**config.mk**
```make
export PLATFORM = sky130hd
export DESIGN_NAME = issue_ctrl
export DESIGN_NICKNAME = d
export VERILOG_FILES = /design/src/rtl/issue_ctrl_pkg.sv /design/src/rtl/issue_ctrl_scoreboard.sv /design/src/rtl/issue_ctrl.sv
export SDC_FILE = /design/constraint.sdc
export NUM_CORES = 1
export LEC_CHECK = 0
export CORE_UTILIZATION = 51
export CTS_CLUSTER_DIAMETER = 150
export CTS_CLUSTER_SIZE = 20
export DETAILED_ROUTE_END_ITERATION = 8
export PLACE_DENSITY = 0.87
export REMOVE_ABC_BUFFERS = 1
export SETUP_SLACK_MARGIN = 0.3
export SLEW_MARGIN = 20
export SYNTH_ARGS = -nofsm -noshare
export SYNTH_HDL_FRONTEND = slang
export SYNTH_SLANG_ARGS = --single-unit
```
**constraint.sdc**
```tcl
create_clock -name clock -period 3.77 [get_ports clock]
set_input_delay 1.131 -clock clock [delete_from_list [all_inputs] [get_ports clock]]
set_output_delay 1.131 -clock clock [all_outputs]
set_load 0.1 [all_outputs]
```
**src/rtl/issue_ctrl_pkg.sv**
```systemverilog
// issue_ctrl_pkg: shared types for the in-order issue controller.
// Build macro ISSUE_CTRL_BYPASS_EN enables same-cycle writeback bypass.
package issue_ctrl_pkg;

  typedef enum logic [1:0] {
    RUN   = 2'd0,
    DRAIN = 2'd1,
    SLEEP = 2'd2
  } issue_state_type;

  typedef struct packed {
    logic       valid;
    logic       wren;
    logic       rden1;
    logic       rden2;
    logic       load;
    logic       store;
    logic       muldiv;
    logic       fence;
    logic       wfi;
    logic [4:0] waddr;
    logic [4:0] raddr1;
    logic [4:0] raddr2;
  } issue_ctrl_in_type;

  typedef struct packed {
    logic issue;
    logic illegal;
    logic busy;
  } issue_ctrl_out_type;

endpackage

```
**src/rtl/issue_ctrl_scoreboard.sv**
```systemverilog
// issue_scoreboard: pending-writeback mask with three-port lookup.
// Ports: set_i/set_addr_i (issue of long op), clr_i/clr_addr_i (writeback),
// raddr1_i/raddr2_i/waddr_i lookups -> pend1_o/pend2_o/pendw_o, empty_o.
// ISSUE_CTRL_BYPASS_EN: lookups see the current-cycle writeback as ready.
module issue_scoreboard (
  input  logic       clock,
  input  logic       reset,
  input  logic       set_i,
  input  logic [4:0] set_addr_i,
  input  logic       clr_i,
  input  logic [4:0] clr_addr_i,
  input  logic [4:0] raddr1_i,
  input  logic [4:0] raddr2_i,
  input  logic [4:0] waddr_i,
  output logic       pend1_o,
  output logic       pend2_o,
  output logic       pendw_o,
  output logic       empty_o
);

  logic [31:0] pend_q;
  logic [31:0] pend_d;
  logic [31:0] look;

  // Clear first so a same-cycle set of the same bit wins.
  always_comb begin
    pend_d = pend_q;
    if (clr_i)
      pend_d[clr_addr_i] = 1'b0;
    if (set_i && set_addr_i != 5'd0)
      pend_d[set_addr_i] = 1'b1;
  end

`ifdef ISSUE_CTRL_BYPASS_EN
  always_comb begin
    look = pend_q;
    if (clr_i)
      look[clr_addr_i] = 1'b0;
  end
`else
  assign look = pend_q;
`endif

  assign pend1_o = look[raddr1_i];
  assign pend2_o = look[raddr2_i];
  assign pendw_o = look[waddr_i];
  assign empty_o = (pend_q == 32'd0);

  always_ff @(posedge clock or negedge reset) begin
    if (!reset)
      pend_q <= 32'd0;
    else
      pend_q <= pend_d;
  end

endmodule

```
**src/rtl/issue_ctrl.sv**
```systemverilog
// issue_ctrl: in-order issue gate with scoreboard, LSU/muldiv tracking,
// fence drain and wfi sleep. Ports: dec_* decode, inst_valid/inst_ready,
// issue/illegal/busy, mem_done/muldiv_done/wb_* completions, irq, flush.
// Macro ISSUE_CTRL_BYPASS_EN: writeback bypass into the hazard check.
module issue_ctrl
  import issue_ctrl_pkg::*;
#(
  parameter int LSU_DEPTH = 2,
  parameter int CNT_W     = $clog2(LSU_DEPTH + 1)
) (
  input  logic       clock,
  input  logic       reset,
  input  logic       inst_valid,
  output logic       inst_ready,
  input  logic       dec_valid,
  input  logic       dec_wren,
  input  logic       dec_rden1,
  input  logic       dec_rden2,
  input  logic       dec_load,
  input  logic       dec_store,
  input  logic       dec_muldiv,
  input  logic       dec_fence,
  input  logic       dec_wfi,
  input  logic [4:0] dec_waddr,
  input  logic [4:0] dec_raddr1,
  input  logic [4:0] dec_raddr2,
  output logic       issue,
  output logic       illegal,
  input  logic       mem_done,
  input  logic       muldiv_done,
  input  logic       wb_valid,
  input  logic [4:0] wb_waddr,
  input  logic       irq_pending,
  input  logic       flush,
  output logic       busy
);

  issue_ctrl_in_type  d;
  issue_ctrl_out_type o;
  issue_state_type    state_q, state_d;

  logic [CNT_W-1:0] mem_cnt_q, mem_cnt_d;
  logic             md_q, md_d;
  logic             p1, p2, pw, sb_empty;
  logic             is_mem, full, hazard, run;
  logic             inc, dec, drained;

  assign d = '{valid:  dec_valid,
               wren:   dec_wren,
               rden1:  dec_rden1,
               rden2:  dec_rden2,
               load:   dec_load,
               store:  dec_store,
               muldiv: dec_muldiv,
               fence:  dec_fence,
               wfi:    dec_wfi,
               waddr:  dec_waddr,
               raddr1: dec_raddr1,
               raddr2: dec_raddr2};

  issue_scoreboard u_sb (
    .clock      (clock),
    .reset      (reset),
    .set_i      (o.issue & (d.load | d.muldiv) & d.wren),
    .set_addr_i (d.waddr),
    .clr_i      (wb_valid),
    .clr_addr_i (wb_waddr),
    .raddr1_i   (d.raddr1),
    .raddr2_i   (d.raddr2),
    .waddr_i    (d.waddr),
    .pend1_o    (p1),
    .pend2_o    (p2),
    .pendw_o    (pw),
    .empty_o    (sb_empty)
  );

  assign is_mem = d.load | d.store;
  assign full   = (mem_cnt_q == CNT_W'(LSU_DEPTH));
  assign run    = (state_q == RUN);

  assign hazard = (d.rden1 & p1)
                | (d.rden2 & p2)
                | (d.wren & pw)
                | (is_mem & full)
                | (d.muldiv & md_q);

  always_comb begin
    o.issue   = run & inst_valid & d.valid
              & ~hazard & ~flush;
    o.illegal = run & inst_valid & ~d.valid
              & ~flush;
    o.busy    = ~run;
  end

  assign issue      = o.issue;
  assign illegal    = o.illegal;
  assign busy       = o.busy;
  assign inst_ready = o.issue | o.illegal;

  // mem_done on an empty counter is a stale ack and is dropped.
  assign inc = o.issue & is_mem;
  assign dec = mem_done & (mem_cnt_q != '0);

  always_comb begin
    mem_cnt_d = mem_cnt_q;
    if (inc && !dec)
      mem_cnt_d = mem_cnt_q + CNT_W'(1);
    else if (dec && !inc)
      mem_cnt_d = mem_cnt_q - CNT_W'(1);
  end

  always_comb begin
    md_d = md_q;
    if (o.issue && d.muldiv)
      md_d = 1'b1;
    else if (muldiv_done)
      md_d = 1'b0;
  end

  assign drained = sb_empty & (mem_cnt_q == '0) & ~md_q;

  always_comb begin
    state_d = state_q;
    case (state_q)
      RUN: begin
        if (o.issue && d.fence)
          state_d = DRAIN;
        else if (o.issue && d.wfi && !irq_pending)
          state_d = SLEEP;
      end
      DRAIN:   if (drained) state_d = RUN;
      SLEEP:   if (irq_pending) state_d = RUN;
      default: state_d = RUN;
    endcase
    if (flush)
      state_d = RUN;
  end

  always_ff @(posedge clock or negedge reset) begin
    if (!reset) begin
      state_q   <= RUN;
      mem_cnt_q <= '0;
      md_q      <= 1'b0;
    end else begin
      state_q   <= state_d;
      mem_cnt_q <= mem_cnt_d;
      md_q      <= md_d;
    end
  end

endmodule
```
==> reports/metrics.csv <==
stage,metric,value,unit
timing,min_period_over_period,111.9,%
logic_synthesis,synth_edf_count,0,
routing,detail_route.wl_per_cell,23.00,um
job,max_cap_violations,0,
worst_setup_path,arrival,3.09,ns
min_path,hold_class,reg -> reg,
power_and_ir_drop,p_total,1.238,mW
timing,final-setup-viol-count,2,
logic_synthesis,synth_common_cells,"nand2_1 (39), dfrtp_1 (37), o21ai_0 (34)",
power_and_ir_drop,clkPwrFrac,29.2,%
timing,maxSlewViolCount,0,
final_layout,syn_to_final_growth,30.60,%
routing,viasPerCell,6.839,
floorplan,fp-row-count,28,
floorplan,die_w,79.91,um
power_and_ir_drop,seq_power_share,39.0,%
logic_synthesis,synth_xor_xnor_area_share,0.8488,%
logic_synthesis,post-synth-top-area-cell,dfrtp_1,
timing,fin_skew,0.002716,ns
power_and_ir_drop,p_sw_share,32.65,%
logic_synthesis,ys_seq_area_share,29.91,%
grt,grt_pass1_wl,15810,um
routing,finalWirelength,10260,um
logic_synthesis,ys_top_cells_by_area,"dfrtp_1 (30%), o31ai_2 (13%), mux2i_1 (7.4%)",
grt,grt_max_degree,38,
floorplan,initial_core_util,52.59,%
routing,vias,3050,
logic_synthesis,yosys.cell_types.count,44,
place,dp_hpwl,6881,um
logic_synthesis,ys_warn_count,0,
worst_setup_path,start_kind,primary input,
timing,worst_pin_slew,0.9918,ns
routing,drt_iter0_drc,397,
timing,setup_ws,-0.4483,ns
worst_setup_path,cp_slowest_stage_delay,0.53,ns
final_layout,fill_cells,399,
final_layout,antenna_cells,0,
floorplan,coreArea,5886,um2
clock_network,root_buffer,clkbuf_8,
power_and_ir_drop,p_switching,0.4042,mW
worst_setup_path,r2r_cells,12,
clock_network,clock_path_buffers,2,
routing,final_antenna_net_count,0,
logic_synthesis,yosys-mux-area-fraction,21.87,%
routing,remaining_drc_errors,0,
grt,track_usage,33.42,%
logic_synthesis,synth_adder_area_share,0.4042,%
final_layout,fin_nets,408,
status,status,"finished, violations left",
status,violations,negative setup slack,
clock_network,cts_buffers,5,
logic_synthesis,synth_compound_area_share,23.40,%
clock_network,clock_latency,0.29,ns
floorplan,fp.dieH,79.91,um
clock_network,clk_pin_slew,0.07,ns
floorplan,pin_count,41,
logic_synthesis,yosysTopAreaCellShare,29.91,%
worst_setup_path,end_kind,primary output,
timing,max_freq,237.1,MHz
logic_synthesis,avgSynthCellArea,10.18,um2
worst_setup_path,cp_cell_sequence,buf_2 -> mux4_2 -> mux2i_1 -> mux2_4 -> o22ai_4 -> or3_4 -> o22ai_4 -> buf_12,
worst_setup_path,cp.required,2.64,ns
worst_setup_path,crit_fanout,4,
worst_setup_path,path_buf_inv,2,
min_path,worstHoldPathCells,1,
worst_setup_path,critPathSlowestCell,mux4_2,
floorplan,dieArea,6385,um2
place,port_buffers,40,
logic_synthesis,synth_top_family_by_area,compound AO/OA/AOI/OAI gates,
place,gp_congestion,1.015,
timing,worst_hold_slack,0.5649,ns
timing,slew_headroom,33.67,%
final_layout,drive_gt1_share,36.39,%
logic_synthesis,yosysMostFrequentCell,nand2_1,
power_and_ir_drop,p_leak,1.639,nW
routing,dr.pass1.iters,5,
logic_synthesis,ys_ff_latch,37,
clock_network,cts_sinks,37,
power_and_ir_drop,irDropWorstVdd,0.0002064,V
timing,finalHoldViolCount,0,
worst_setup_path,critPathMostFrequentCell,o22ai_4,
final_layout,final_util,68.69,%
logic_synthesis,syn_area,3095,um2
power_and_ir_drop,p_per_area,306.2,nW/um2
worst_setup_path,critPathKind,in -> out,
logic_synthesis,ys.flop_type,dfrtp_1,
place,post-place-ws,-1.049,ns
power_and_ir_drop,intPower,0.8338,mW
logic_synthesis,synthSimpleGateAreaFrac,17.34,%
logic_synthesis,synthesis.instances,304,
timing,fin_crit,4.218,ns
clock_network,cts_max_level,2,
worst_setup_path,crit_family,multiplexers,
grt,antenna_found_initial,0,
grt,grt.overflow.total,0,
timing,rsz0062_at_grt,true,
power_and_ir_drop,combPwrFrac,31.9,%
clock_network,tritoncts,done,
worst_setup_path,cp.depth,8,
logic_synthesis,async_flop_share,100.0,%
grt,grt_pass1_vias,3030,
## power by group through the flow
| stage | clock, mW | combinational (mW) | sequential [mW] |
|---|---|---|---|
| 6_report | 0.361 | 0.395 | 0.482 |
| 5_1_grt | 0.386 | 0.419 | 0.484 |
| 4_1_cts | 0.362 | 0.374 | 0.477 |
| 3_5_place_dp | 0 | 0.351 | 0.484 |
| 3_3_place_gp | 0 | 0.341 | 0.481 |
| 2_1_floorplan | 0 | 0.197 | 0.463 |
## final timing paths
path / from / to / slack, ns
hold / removal: mem_cnt_q[0] / mem_cnt_q[0] / 0.56
hold reg to reg: mem_cnt_q[0] / mem_cnt_q[0] / 0.56
setup reg to reg: u_sb.look[19] / mem_cnt_q[1] / 0.78
setup / recovery: dec_raddr1[1] / inst_ready / -0.45
max in group asynchronous: reset / u_sb.look[29] / 2.15
min in group asynchronous: reset / state_q[1] / 1.27
## sequential cells by signal (all words and copies together) (netlist names)
register   count
mem_cnt_q      2
u_sb.look     32
md_q           1
state_q        2
## cells by family after synthesis
kind of cell,count (synthesis)
xor gates and xnor gates,3
AOI/OAI and AO/OA,84
and+or+nand+nor,106
adders and majority gates,1
DFF,37
muxes,43
buffers and inverters,30
## repair_timing
item | 4_1_cts | 5_1_grt
gates resized for setup | 64 | 12
setup endpoints to repair | 5 | 5
buffers inserted | 4 | 3
hold buffers | 0 | 0
pin swaps | 13 | 7
gates cloned | 1 | 0
hold endpoints to repair | 0 | 0
## stage by stage
stage,instance area (um2),std cells,TNS [ns]
global route,4043,446,-0.9643
finish,4043,446,-0.8707
floorplan,2925,280,-21.05
global placement,3751,430,-2.762
CTS,3978,443,-0.7607
detailed placement,3751,430,-2.959
## area by class of cell
| class | instances | area [um2] | share of cell area [%] |
|---|---|---|---|
| tap | 75 | 93.84 | 2.321 |
| clock inverter | 1 | 30.03 | 0.7428 |
| timing repair buffer | 83 | 789.5 | 19.53 |
| sequential | 37 | 925.9 | 22.90 |
| multi-input combinational | 237 | 2095 | 51.81 |
| clock buffer | 7 | 86.33 | 2.136 |
| inverter | 6 | 22.52 | 0.5571 |
## worst reg2reg max path: stages, from the launching register on
cell     delay [ns]
dfrtp_1        0.47
mux4_2         0.51
mux2i_2        0.20
mux2_4         0.20
o22ai_4        0.07
or3_4          0.44
buf_4          0.16
buf_6          0.13
nor3_4         0.20
ha_4           0.16
xor2_1         0.14
nor2_1         0.07
xnor2_1        0.12
## per-layer routing
metal  track usage (%)  vias to the layer above  part of all wire [%]
li1                  -                     1294                     -
met1             42.50                     1436                    36
met2             52.91                      251                    48
met3             7.314                       69                    10
met4             18.04                        0                   5.7
met5                 0                        -                     0
## cell usage in the layout, fill, tap and decap left out, types with 4 or more instances in the layout
master / netlist / routed
inv_1: 6 / 6
buf_4: 0 / 31
dfrtp_1: 37 / 37
clkdlybuf4s50_1: 0 / 25
nor2_1: 17 / 15
nor3_1: 6 / 4
nand2b_1: 8 / 8
dlygate4sd2_1: 0 / 5
clkbuf_8: 0 / 6
mux4_2: 9 / 17
buf_6: 3 / 10
o31ai_2: 32 / 32
nor4_1: 8 / 8
nand2_1: 39 / 39
o21ai_0: 34 / 33
mux2i_1: 23 / 19
nand3_1: 4 / 4
nand3b_1: 7 / 7
buf_12: 3 / 5
No activity file was read; power rests on OpenSTA's default activity.
